File: src/rtl/addsub_flags_seq_if.sv
// Request/response bundle for the sequential adder/subtractor: the control
// unit drives the request side, the datapath answers with status and result.
interface addsub_flags_seq_if #(
    parameter int WIDTH = 32
);
    logic             start;
    logic             op;
    logic [WIDTH-1:0] a;
    logic [WIDTH-1:0] b;
    logic             c_in;
    logic             busy;
    logic             done;
    logic [WIDTH-1:0] s;
    logic             sig_N;
    logic             sig_Z;
    logic             sig_C;
    logic             sig_O;

    modport master (
        output start, op, a, b, c_in,
        input  busy, done, s, sig_N, sig_Z, sig_C, sig_O
    );

    modport slave (
        input  start, op, a, b, c_in,
        output busy, done, s, sig_N, sig_Z, sig_C, sig_O
    );
endinterface

File: src/rtl/addsub_flags_seq.sv
// Multi-cycle add/subtract with N/Z/C/O flags: CHUNK bits per clock from the
// LSB upward, carry held in a register between chunks.
module addsub_flags_seq #(
    parameter int WIDTH = 32,
    parameter int CHUNK = 8
) (
    input  logic              clk,
    input  logic              rst_n,
    addsub_flags_seq_if.slave bus
);
    localparam int NCH  = WIDTH / CHUNK;
    localparam int IDXW = (NCH > 1) ? $clog2(NCH) : 1;
    localparam logic [IDXW-1:0] LAST_IDX = IDXW'(NCH - 1);

    if (WIDTH < 2 || (WIDTH % CHUNK) != 0) begin : g_bad_params
        $error("addsub_flags_seq: WIDTH must be >= 2 and a multiple of CHUNK");
    end

    typedef enum logic [1:0] {IDLE, RUN, DONE} state_t;

    state_t            state_q, state_d;
    logic [WIDTH-1:0]  a_q, a_d;
    logic [WIDTH-1:0]  beff_q, beff_d;
    logic [WIDTH-1:0]  sum_q, sum_d;
    logic              carry_q, carry_d;
    logic              zacc_q, zacc_d;
    logic [IDXW-1:0]   idx_q, idx_d;
    logic [WIDTH-1:0]  s_q, s_d;
    logic              n_q, n_d, z_q, z_d, c_q, c_d, o_q, o_d;

    logic [CHUNK-1:0]  a_ch [NCH];
    logic [CHUNK-1:0]  b_ch [NCH];
    logic [CHUNK:0]    chunk_sum;
    logic [CHUNK-1:0]  part;
    logic [WIDTH-1:0]  sum_full;

    // Working sum with the current chunk already merged in, so the last RUN
    // edge can publish the complete result without an extra cycle.
    for (genvar gi = 0; gi < NCH; gi++) begin : g_chunk
        assign a_ch[gi] = a_q[gi*CHUNK +: CHUNK];
        assign b_ch[gi] = beff_q[gi*CHUNK +: CHUNK];
        assign sum_full[gi*CHUNK +: CHUNK] =
            (idx_q == IDXW'(gi)) ? part : sum_q[gi*CHUNK +: CHUNK];
    end

    assign chunk_sum = {1'b0, a_ch[idx_q]} + {1'b0, b_ch[idx_q]}
                     + {{CHUNK{1'b0}}, carry_q};
    assign part      = chunk_sum[CHUNK-1:0];

    always_ff @(posedge clk or negedge rst_n) begin
        if (!rst_n) begin
            state_q <= IDLE;
            a_q     <= '0;
            beff_q  <= '0;
            sum_q   <= '0;
            carry_q <= 1'b0;
            zacc_q  <= 1'b0;
            idx_q   <= '0;
            s_q     <= '0;
            n_q     <= 1'b0;
            z_q     <= 1'b0;
            c_q     <= 1'b0;
            o_q     <= 1'b0;
        end else begin
            state_q <= state_d;
            a_q     <= a_d;
            beff_q  <= beff_d;
            sum_q   <= sum_d;
            carry_q <= carry_d;
            zacc_q  <= zacc_d;
            idx_q   <= idx_d;
            s_q     <= s_d;
            n_q     <= n_d;
            z_q     <= z_d;
            c_q     <= c_d;
            o_q     <= o_d;
        end
    end

    always_comb begin
        state_d = state_q;
        a_d     = a_q;
        beff_d  = beff_q;
        sum_d   = sum_q;
        carry_d = carry_q;
        zacc_d  = zacc_q;
        idx_d   = idx_q;
        s_d     = s_q;
        n_d     = n_q;
        z_d     = z_q;
        c_d     = c_q;
        o_d     = o_q;
        unique case (state_q)
            IDLE, DONE: begin
                // Subtraction is a + ~b + ~borrow_in on the same adder.
                if (bus.start) begin
                    a_d     = bus.a;
                    beff_d  = bus.op ? ~bus.b : bus.b;
                    carry_d = bus.op ? ~bus.c_in : bus.c_in;
                    idx_d   = '0;
                    zacc_d  = 1'b0;
                    state_d = RUN;
                end else begin
                    state_d = IDLE;
                end
            end
            RUN: begin
                carry_d = chunk_sum[CHUNK];
                zacc_d  = zacc_q | (|part);
                sum_d   = sum_full;
                idx_d   = idx_q + IDXW'(1);
                if (idx_q == LAST_IDX) begin
                    state_d = DONE;
                    s_d     = sum_full;
                    n_d     = sum_full[WIDTH-1];
                    z_d     = ~(zacc_q | (|part));
                    c_d     = chunk_sum[CHUNK];
                    o_d     = (a_q[WIDTH-1] == beff_q[WIDTH-1])
                            & (sum_full[WIDTH-1] != a_q[WIDTH-1]);
                end
            end
            default: state_d = IDLE;
        endcase
    end

    assign bus.busy  = (state_q == RUN);
    assign bus.done  = (state_q == DONE);
    assign bus.s     = s_q;
    assign bus.sig_N = n_q;
    assign bus.sig_Z = z_q;
    assign bus.sig_C = c_q;
    assign bus.sig_O = o_q;
endmodule

File: src/flat_wrapper.sv
// flat-port wrapper written by rule: the top's interface ports become plain ports
module addsub_flags_seq_flat 
#(
    parameter int WIDTH = 32,
    parameter int CHUNK = 8
)
  (clk, rst_n, bus_start, bus_op, bus_a, bus_b, bus_c_in, bus_busy, bus_done, bus_s, bus_sig_N, bus_sig_Z, bus_sig_C, bus_sig_O);
  addsub_flags_seq_if #(.WIDTH(WIDTH)) bus_i ();
  input  logic clk;
  input  logic rst_n;
  input wire logic [$bits(bus_i.start)-1:0] bus_start;
  input wire logic [$bits(bus_i.op)-1:0] bus_op;
  input wire logic [$bits(bus_i.a)-1:0] bus_a;
  input wire logic [$bits(bus_i.b)-1:0] bus_b;
  input wire logic [$bits(bus_i.c_in)-1:0] bus_c_in;
  output wire logic [$bits(bus_i.busy)-1:0] bus_busy;
  output wire logic [$bits(bus_i.done)-1:0] bus_done;
  output wire logic [$bits(bus_i.s)-1:0] bus_s;
  output wire logic [$bits(bus_i.sig_N)-1:0] bus_sig_N;
  output wire logic [$bits(bus_i.sig_Z)-1:0] bus_sig_Z;
  output wire logic [$bits(bus_i.sig_C)-1:0] bus_sig_C;
  output wire logic [$bits(bus_i.sig_O)-1:0] bus_sig_O;
  assign bus_i.start = bus_start;
  assign bus_i.op = bus_op;
  assign bus_i.a = bus_a;
  assign bus_i.b = bus_b;
  assign bus_i.c_in = bus_c_in;
  assign bus_busy = bus_i.busy;
  assign bus_done = bus_i.done;
  assign bus_s = bus_i.s;
  assign bus_sig_N = bus_i.sig_N;
  assign bus_sig_Z = bus_i.sig_Z;
  assign bus_sig_C = bus_i.sig_C;
  assign bus_sig_O = bus_i.sig_O;
  addsub_flags_seq #(.WIDTH(WIDTH), .CHUNK(CHUNK)) u_core (.clk(clk), .rst_n(rst_n), .bus(bus_i));
endmodule
File: config.mk
export PLATFORM = sky130hd
export DESIGN_NAME = addsub_flags_seq_flat
export DESIGN_NICKNAME = d
export VERILOG_FILES = /design/src/rtl/addsub_flags_seq_if.sv /design/src/rtl/addsub_flags_seq.sv /design/src/flat_wrapper.sv
export SDC_FILE = /design/constraint.sdc
export NUM_CORES = 1
export LEC_CHECK = 0
export ABC_AREA = 1
export ABC_CLOCK_PERIOD_IN_PS = 2600
export CORE_MARGIN = 4
export CORE_UTILIZATION = 55
export CTS_BUF_LIST = sky130_fd_sc_hd__clkbuf_8
export CTS_CLUSTER_DIAMETER = 40
export DETAILED_ROUTE_END_ITERATION = 12
export DONT_BUFFER_PORTS = 1
export PLACE_DENSITY = 0.69
export SYNTH_ARGS = -nofsm -noshare
export SYNTH_HDL_FRONTEND = slang
export SYNTH_SLANG_ARGS = --single-unit
File: constraint.sdc
create_clock -name clk -period 2.6 [get_ports clk]
set_input_delay 0.52 -clock clk [delete_from_list [all_inputs] [get_ports clk]]
set_output_delay 0.52 -clock clk [all_outputs]
set_load 0.02 [all_outputs]
==> results of run 1 <==
[how the worst max path moves through the flow]
stage | from | end | slack [ns] | cells past startpoint
CTS | u_core.idx_q[0] | u_core.zacc_q | 0.01 | 15
detailed placement | u_core.idx_q[0] | u_core.zacc_q | -0.05 | 15
finish | u_core.idx_q[0] | u_core.zacc_q | 0.10 | 11
floorplan | u_core.idx_q[0] | u_core.zacc_q | 0.002 | 12
global placement | u_core.idx_q[0] | u_core.zacc_q | 0.07 | 15
global route | u_core.idx_q[0] | u_core.zacc_q | -0.03 | 12
[through the flow]
step	TNS (ns)	std cells	util	area, um^2	hold slack, ns
6_report	0	851	0.631	6960	-0.239
5_1_grt	-0.0606	851	0.631	6960	-0.267
4_1_cts	0	850	0.623	6870	-0.262
3_5_place_dp	-0.161	818	0.586	6460	0.228
3_3_place_gp	0	818	0.586	6460	0.229
2_1_floorplan	0	698	-	6330	0.224
[cell usage after synthesis]
cell type | count | area share
nand2_1 | 183 | 0.11
dfrtp_1 | 130 | 0.52
o21ai_0 | 105 | 0.083
nor2_1 | 40 | 0.024
inv_1 | 33 | 0.020
xnor2_1 | 33 | 0.046
mux2_2 | 32 | 0.057
nand3_1 | 22 | 0.017
buf_2 | 17 | 0.013
clkbuf_1 | 16 | 0.0095
o22ai_1 | 16 | 0.016
nand2_2 | 13 | 0.013
ha_1 | 11 | 0.022
o21ai_1 | 7 | 0.0056
or2_2 | 7 | 0.0069
inv_2 | 5 | 0.0030
buf_4 | 4 | 0.0048
nand3_2 | 4 | 0.0064
a21oi_1 | 3 | 0.0024
a31oi_1 | 3 | 0.0030
a21oi_2 | 2 | 0.0028
fa_1 | 2 | 0.0064
nand3b_1 | 2 | 0.0024
a21o_1 | 1 | 0.0012
buf_1 | 1 | 0.00060
nor2_2 | 1 | 0.00099
nor2_8 | 1 | 0.0032
nor3_1 | 1 | 0.00079
o21a_1 | 1 | 0.0012
o21ai_2 | 1 | 0.0014
or2_1 | 1 | 0.00099
[final cells by class]
cell class / count / area (um^2) / share of cell area
flip-flops and latches: 130 / 3250 / 0.468
multi-input cells: 492 / 2820 / 0.406
clock inverters: 8 / 86.3 / 0.0124
inverters: 38 / 148 / 0.0212
clock buffers: 22 / 303 / 0.0435
well taps: 140 / 175 / 0.0252
repair buffers: 21 / 170 / 0.0245
[flip-flops by register name (all words and copies together) (netlist names)]
name,flops
u_core.bus.sig_Z,1
u_core.sum_q,25
u_core.bus.s,32
u_core.idx_q,2
u_core.bus.sig_C,1
u_core.bus.sig_O,1
u_core.a_q,32
u_core.carry_q,1
u_core.state_q,2
u_core.zacc_q,1
u_core.beff_q,32
[repair_timing]
item | 4_1_cts | 5_1_grt
gates resized for setup | 1 | 30
endpoints found under the setup margin | 9 | 45
pin swaps | 0 | 7
setup buffers | 2 | 2
endpoints found under the hold margin | 130 | 130
[per-layer routing]
layer,track usage,vias to the layer above,routed length (um)
met5,0,-,0
met4,0.0876,0,265
met3,0.0779,19,1030
met2,0.360,124,6510
met1,0.295,2189,5940
li1,-,2280,-
[cells by family after synthesis]
kind of cell               share of synthesized area
xor gates and xnor gates                      0.0459
muxes                                         0.0572
DFF                                            0.516
buffers and inverters                         0.0510
adders and majority gates                     0.0282
AOI/OAI and AO/OA                              0.117
and+or+nand+nor                                0.185
==> key figures, run 1 <==
Global route
  • Grt total ovfl: 0
  • First-pass GRT wire length: 23,500 um
  • Initial antenna violation count: 0
  • Largest net degree at the start of global routing: 131
  • GR Util All Layers: 0.229
  • Number of global-route vias before repair: 4,775

Layout
  • P&R area growth vs syn: 10.4%
  • Most common cell after layout, fill and taps aside: nand2_1
  • Commonest non-fill, non-tap cells in the layout: nand2_1, dfrtp_1, o21ai_0, nor2_1
  • Layout cells sized above 1: 0.191
  • # fillers: 926
  • Nets@finish: 782
  • Ant. Diodes: 0

Critical path
  • Reg-to-Reg End: u_core.zacc_q
  • Top delay family on crit path: adder cells
  • FF-to-FF path depth: 11
  • Req. time, crit path: 2.94 ns
  • WS Path Type: flip-flop to flip-flop
  • Most used cell, CP: nand2_1
  • R2r startpoint: u_core.idx_q[0]
  • WP buf/inv: 0
  • Worst EP arrival: 2.84 ns
  • Crit-path cells: o21ai_0 -> o22ai_1 -> fa_2 -> fa_2 -> or2_1 -> nor3_2 -> nand3_2 -> nor2_1 -> nand2_1 -> nand2_1 -> nand2_1
  • Reg2reg setup slack: 0.10 ns
  • Crit path max fanout: 8
  • Worst setup EP type: flip-flop
  • Crit-path max cell delay: 0.48 ns
  • CP Launch Type: flip-flop
  • Slowest CP cell: dfrtp_2

Clocking
  • Skew-Pair Late Insertion Delay: 0.45 ns
  • Clock-pin slew on the worst setup and hold paths: 0.07 ns
  • Clock Path Buffers: 2
  • CTS tree: yes
  • TritonCTS Buffers: 17
  • CTS H-tree lvls: 4
  • Clock sink total: 130
  • Clock Root Buffer: clkbuf_8

Floorplanning
  • DIE HEIGHT: 115 um
  • Die area: 13,200 um^2
  • Core area: 11,000 um^2
  • Chip width: 115 um
  • Initial Util: 0.571
  • # IOs: 107
  • Site Rows: 38

Placement
  • IO Port Bufs: 0
  • Final Wtd Congestion: 0.886
  • Pre-CTS setup slack: -0.0522 ns
  • DP HPWL: 9820 um

Timing
  • Min Hold Slack: -0.239 ns
  • Maximum clock rate: 0.400 GHz
  • Relative slew slack: 0.570
  • Hold violation count in the final report: 130
  • RSZ-0062 raised after global routing: yes
  • Max Slew Vio Count: 0
  • Final worst-path cycle share: 0.961
  • Setup-failing EPs final: 0
  • Clock skew: 0.00931 ns
  • Final WS setup: 0.101 ns
  • Final min period: 2.50 ns
  • Worst-margin pin slew: 0.646 ns

Synth
  • Synthesized flop and latch total: 130
  • Register area share after synthesis: 0.516
  • Synthesized area per cell: 9.03 um^2
  • Yosys synthesis warning count: 0
  • Post-Syn Nets: 780
  • Unique cell type count in the Yosys netlist: 31
  • Mapped Area: 6300 um^2
  • Syn Inst Count: 698

Outcome
  • Failing checks: negative hold slack
  • Status: finished, violations left

Drt
  • Detailed Route Iter0 Violations: 343
  • Post-Route WL: 13,700 um
  • # DRC: 0
  • 1st-pass router iterations: 4
  • Post-route ant nets: 0
  • DR vias/cell: 5.42
  • DR WL/cell: 16.1 um
  • Via count: 4,612

Min path
  • Worst min path class: primary input to async pin

Flow run
  • # Max-Cap Violations: 0
Power of run 1 is left out: the tool's default activity adds up to more than one toggle a clock period on the data nets, which glitch-free logic cannot reach.
==> run 2, diff against run 1 <==
--- a/config.mk
+++ b/config.mk
@@ -8,12 +8,12 @@
 export ABC_AREA = 1
 export ABC_CLOCK_PERIOD_IN_PS = 2600
 export CORE_MARGIN = 4
-export CORE_UTILIZATION = 55
+export CORE_UTILIZATION = 50
 export CTS_BUF_LIST = sky130_fd_sc_hd__clkbuf_8
 export CTS_CLUSTER_DIAMETER = 40
 export DETAILED_ROUTE_END_ITERATION = 12
-export DONT_BUFFER_PORTS = 1
-export PLACE_DENSITY = 0.69
+export HOLD_SLACK_MARGIN = 0.1
+export PLACE_DENSITY = 0.75
 export SYNTH_ARGS = -nofsm -noshare
 export SYNTH_HDL_FRONTEND = slang
 export SYNTH_SLANG_ARGS = --single-unit
==> run 2 against run 1 <==
  * Clock skew rose by 0.0012 ns
  * Register-to-register slack got worse by 0.02 ns
  * First-iteration DRC count rose by 36%
  * Sequential share of layout area fell by 6.8 points
  * Flip-flop and latch count did not move
  * Fmax fell by 0.90%
  * Count of clock-buffer cells in the layout fell by 3
  * The run now ends clean
  * Die area rose by 9.3%
==> key figures, run 2 (same netlist as run 1, synthesis figures left out) <==
Outcome
  • Status: complete, no violations

Layout
  • Layout cells sized above 1: 0.173
  • Post-layout util: 0.670
  • Nets@finish: 891
  • Non-Filler Instances: 990
  • P&R area growth vs syn: 29.2%
  • Ant. Diodes: 0
  • Most common cell after layout, fill and taps aside: nand2_1
  • Commonest non-fill, non-tap cells in the layout: nand2_1, dfrtp_1, clkdlybuf4s50_1, o21ai_0, nor2_1

Drt
  • Detailed Route Iter0 Violations: 465
  • DR WL/cell: 15.0 um
  • DR vias/cell: 5.19
  • Post-route ant nets: 0
  • Post-Route WL: 14,800 um
  • # DRC: 0
  • 1st-pass router iterations: 5
  • Via count: 5,143

Critical path
  • Worst setup EP type: flip-flop
  • WS Path Type: flip-flop to flip-flop
  • R2r startpoint: u_core.idx_q[0]
  • FF-to-FF path depth: 12
  • Reg2reg setup slack: 0.08 ns
  • Worst EP arrival: 2.86 ns
  • Reg-to-Reg End: u_core.zacc_q
  • CP Launch Type: flip-flop
  • Crit path to: u_core.zacc_q
  • Crit path max fanout: 10
  • Worst Setup SP: u_core.idx_q[0]
  • Req. time, crit path: 2.93 ns

Floorplanning
  • Initial Util: 0.518
  • Core area: 12,200 um^2
  • # IOs: 107
  • Die area: 14,500 um^2
  • Chip width: 120 um
  • DIE HEIGHT: 120 um
  • Site Rows: 40

Global route
  • GR Util All Layers: 0.218
  • Grt total ovfl: 0
  • Met2 usage: 0.355
  • Met3 usage: 0.0468
  • GR peak layer: met2
  • Grt met1 use: 0.287
  • First-pass GRT wire length: 25,100 um
  • Initial antenna violation count: 0
  • Number of global-route vias before repair: 5,134
  • Largest net degree at the start of global routing: 98

Timing
  • Clock skew: 0.0106 ns
  • Hold violation count in the final report: 0
  • Final worst-path cycle share: 0.970
  • Worst-margin pin slew: 0.661 ns
  • Relative slew slack: 0.559
  • RSZ-0062 raised after global routing: yes
  • Final setup TNS: 0 ns
  • Max Slew Vio Count: 0
  • Setup-failing EPs final: 0
  • Final min period: 2.52 ns
  • Min Hold Slack: 0.476 ns
  • Maximum clock rate: 0.396 GHz

Clocking
  • CTS tree: yes
  • CTS H-tree lvls: 4
  • Clock Root Buffer: clkbuf_8
  • Skew-Pair Late Insertion Delay: 0.44 ns
  • Clock Path Buffers: 2
  • TritonCTS Buffers: 17
  • Clock-pin slew on the worst setup and hold paths: 0.07 ns
  • Clock sink total: 130

Power and ir drop
  • Cell Pwr Density: 1560 nW/um^2
  • LEAKAGE: 3.71 nW
  • Total power: 12.7 mW
  • Worst VDD drop: 0.000733 V

Placement
  • Final Wtd Congestion: 0.824
  • DP HPWL: 11,000 um
  • Inst Count DP: 954
  • IO Port Bufs: 106

Flow run
  • # Max-Cap Violations: 0

Min path
  • Worst min path class: flip-flop to flip-flop
==> run 2: cell count changes in the layout (fill, tap and decap cells not counted), sizes merged <==
| cell | delta |
|---|---|
| clkbuf | -3 |
| clkdlybuf4s50 | +104 |
| buf | +4 |
| bufinv | +2 |
| clkinvlp | +1 |
| dlygate4sd3 | +1 |
| clkinv | +2 |
==> run 2: timing repair <==
item / in CTS / in global routing
endpoints found under the setup margin: 2 / 43
endpoints found under the hold margin: 39 / 0
pin swaps: 0 / 12
gates resized for setup: 1 / 29
buffers inserted: 2 / 1
hold buffers: 1 / 0
==> run 2: final cells by class <==
cell class	count	area, um^2
Fill cell	1009	4020
Sequential cell	130	3260
Multi-Input combinational cell	492	2820
Timing Repair Buffer	130	1280
Clock buffer	19	262
Tap cell	168	210
Clock inverter	13	168
Inverter	38	148
==> run 2: report_power, final <==
group	switching, mW	internal (mW)	total (mW)	leakage (nW)
sequential	0.592	3.01	3.60	1.59
combinational	4.33	2.92	7.25	1.89
clock	0.753	1.08	1.83	0.229
total	5.67	7.01	12.7	3.71
==> run 2: worst max-delay path, cell delays in order (launching register included) <==
cell     delay [ns]
dfrtp_2        0.48
inv_6          0.08
nor2_1         0.14
o22ai_2        0.12
fa_2           0.38
fa_2           0.47
or2_1          0.25
nor3_2         0.17
nand3_2        0.08
nor2_2         0.09
nand2_2        0.06
nand2_1        0.06
nand2_1        0.04
==> run 2: how the worst min path moves through the flow <==
| stage | startpoint | end | slack (ns) | cells past startpoint |
|---|---|---|---|---|
| 6_report | u_core.bus.s[1] | u_core.bus.s[1] | 0.48 | 2 |
| 5_1_grt | u_core.bus.s[1] | u_core.bus.s[1] | 0.50 | 2 |
| 4_1_cts | u_core.sum_q[13] | u_core.sum_q[13] | 0.48 | 2 |
| 3_5_place_dp | u_core.sum_q[13] | u_core.sum_q[13] | 0.46 | 2 |
| 3_3_place_gp | u_core.sum_q[5] | u_core.sum_q[5] | 0.45 | 2 |
| 2_1_floorplan | rst_n | u_core.a_q[0] | 0.22 | 0 |
==> run 2: metal layers <==
layer | vias to the layer above | part of all wire
li1 | 2502 | -
met1 | 2466 | 0.43
met2 | 155 | 0.49
met3 | 20 | 0.059
met4 | 0 | 0.019
met5 | - | 0
==> run 2: metrics by stage <==
step | setup WS (ns) | instance area [um^2]
after CTS | 0.0332 | 8040
after global routing | -0.0945 | 8140
after global placement | 0.0600 | 7590
after detailed placement | -0.00900 | 7590
after floorplan | 0.00165 | 6330
final | 0.0778 | 8140
Power figures use the tool's default switching activity.
==> run 3, diff against run 2 <==
--- a/config.mk
+++ b/config.mk
@@ -7,8 +7,10 @@
 export LEC_CHECK = 0
 export ABC_AREA = 1
 export ABC_CLOCK_PERIOD_IN_PS = 2600
+export CELL_PAD_IN_SITES_DETAIL_PLACEMENT = 1
+export CELL_PAD_IN_SITES_GLOBAL_PLACEMENT = 1
 export CORE_MARGIN = 4
-export CORE_UTILIZATION = 50
+export CORE_UTILIZATION = 38
 export CTS_BUF_LIST = sky130_fd_sc_hd__clkbuf_8
 export CTS_CLUSTER_DIAMETER = 40
 export DETAILED_ROUTE_END_ITERATION = 12
==> run 3 against run 2 <==
  * Utilization down 15 points
  * Count of clock-buffer cells in the layout up 2
  * Critical path type unchanged
  * Via count up 2.3%
  * Sequential share of layout area down 0.69 points
  * First-iteration DRC count down 53%
  * Non-clock buffer count up 5
  * Largest power group unchanged
  * Hold slack worse by 0.0048 ns
==> key figures, run 3 (same netlist as run 1, synthesis figures left out) <==
Outcome
  • Status: complete, no violations

Timing
  • RSZ-0062 raised after global routing: yes
  • Final WS setup: 0.0392 ns
  • Final worst-path cycle share: 0.985
  • Final min period: 2.56 ns
  • Max Slew Vio Count: 0
  • Setup-failing EPs final: 0
  • Final setup TNS: 0 ns
  • Hold violation count in the final report: 0
  • Relative slew slack: 0.525
  • Min Hold Slack: 0.472 ns
  • Worst-margin pin slew: 0.713 ns
  • Clock skew: 0.0135 ns
  • Maximum clock rate: 0.390 GHz

Critical path
  • R2r startpoint: u_core.idx_q[0]
  • Most used cell, CP: nand2_1
  • Reg2reg setup slack: 0.04 ns
  • Worst setup EP type: flip-flop
  • WS Path Type: flip-flop to flip-flop
  • Crit-path max cell delay: 0.48 ns
  • Worst EP arrival: 2.90 ns
  • Slowest CP cell: dfrtp_2
  • Crit-path cells: o21ai_1 -> o22ai_1 -> fa_2 -> fa_2 -> or2_1 -> nor3_2 -> nand3_2 -> nor2_1 -> nand2_1 -> nand2_1 -> nand2_1
  • CP Launch Type: flip-flop
  • Req. time, crit path: 2.94 ns
  • Top delay family on crit path: adder cells
  • Crit path max fanout: 8
  • FF-to-FF path depth: 11
  • WP buf/inv: 0
  • Reg-to-Reg End: u_core.zacc_q

Clocking
  • Clock Root Buffer: clkbuf_8
  • Skew-Pair Late Insertion Delay: 0.45 ns
  • CTS H-tree lvls: 4
  • CTS tree: yes
  • Clock sink total: 130
  • TritonCTS Buffers: 17
  • Clock-pin slew on the worst setup and hold paths: 0.07 ns
  • Clock Path Buffers: 2

Layout
  • # fillers: 1,829
  • Non-Filler Instances: 1,043
  • Final Cell Area: 8280 um^2
  • P&R area growth vs syn: 31.4%
  • Layout cells sized above 1: 0.178
  • Ant. Diodes: 0
  • Commonest non-fill, non-tap cells in the layout: nand2_1, dfrtp_1, clkdlybuf4s50_1, o21ai_0, nor2_1
  • Nets@finish: 896
  • Most common cell after layout, fill and taps aside: nand2_1

Min path
  • Hold endpoint: u_core.bus.s[25]
  • Min-Delay Path Depth: 2
  • Worst min path class: flip-flop to flip-flop
  • Hold path startpoint: u_core.bus.s[25]

Global route
  • Grt total ovfl: 0
  • Number of global-route vias before repair: 5,668
  • GR Util All Layers: 0.200
  • First-pass GRT wire length: 29,200 um
  • Largest net degree at the start of global routing: 61
  • Initial antenna violation count: 0

Drt
  • Via count: 5,259
  • DR WL/cell: 17.0 um
  • Post-route ant nets: 0
  • Post-Route WL: 17,800 um
  • 1st-pass router iterations: 5
  • Detailed Route Iter0 Violations: 220
  • DR vias/cell: 5.04
  • # DRC: 0

Floorplanning
  • Chip width: 137 um
  • Site Rows: 46
  • Core area: 16,100 um^2
  • # IOs: 107
  • Die area: 18,700 um^2
  • DIE HEIGHT: 137 um
  • Initial Util: 0.392

Power and ir drop
  • Worst VDD drop: 0.000586 V
  • Cell Pwr Density: 1610 nW/um^2
  • LEAKAGE: 3.73 nW

Placement
  • Inst Count DP: 1,008
  • Final Wtd Congestion: 0.839
  • IO Port Bufs: 106
  • Dpl cell area: 7680 um^2
  • DP HPWL: 13,300 um
  • Pre-CTS setup slack: -0.0937 ns

Flow run
  • # Max-Cap Violations: 0
[run 3: where the power goes]
part           internal (mW)  leakage [nW]  switching (mW)
clock                   1.23         0.240           0.784
sequential              3.01          1.59           0.622
combinational           3.07          1.90            4.62
total                   7.31          3.73            6.03
[run 3: worst max path at each step]
stage | from | to | slack [ns] | cells past startpoint
final | u_core.idx_q[0] | u_core.zacc_q | 0.04 | 11
after global routing | u_core.idx_q[0] | u_core.zacc_q | -0.08 | 12
after CTS | u_core.idx_q[0] | u_core.zacc_q | -0.02 | 12
after detailed placement | u_core.idx_q[0] | u_core.zacc_q | -0.09 | 15
after global placement | u_core.idx_q[0] | u_core.zacc_q | 0.06 | 15
after floorplan | u_core.idx_q[0] | u_core.zacc_q | 0.002 | 12
[run 3: cell type report]
class | instances | area, um^2 | area share
Sequential cell | 130 | 3250 | 0.393
Multi-Input combinational cell | 492 | 2840 | 0.342
Timing Repair Buffer | 135 | 1300 | 0.157
Clock buffer | 21 | 289 | 0.0349
Tap cell | 216 | 270 | 0.0326
Clock inverter | 11 | 183 | 0.0221
Inverter | 38 | 148 | 0.0178
[run 3: timing repair]
item / CTS / global route
resized for setup: 7 / 30
hold buffers: 1 / 0
pin swaps: 0 / 6
endpoints found under the setup margin: 22 / 46
buffers inserted: 2 / 1
endpoints found under the hold margin: 21 / 0
[run 3: metal layers]
layer | up-vias | share of wire | global-route usage
li1 | 2507 | - | -
met1 | 2624 | 0.44 | 0.253
met2 | 107 | 0.51 | 0.347
met3 | 21 | 0.039 | 0.0460
met4 | 0 | 0.010 | 0.0482
met5 | - | 0 | 0
[run 3: through the flow]
step | total power, mW | utilization
floorplan | 8.29 | -
global placement | 10.5 | 0.478
detailed placement | 10.9 | 0.478
CTS | 13.0 | 0.510
global route | 14.5 | 0.516
finish | 13.3 | 0.516
[run 3: worst min-delay path: stages, from the launching register on]
cell and delay (ns):
dfrtp_1 0.34, nand2_1 0.05, nand2_1 0.05
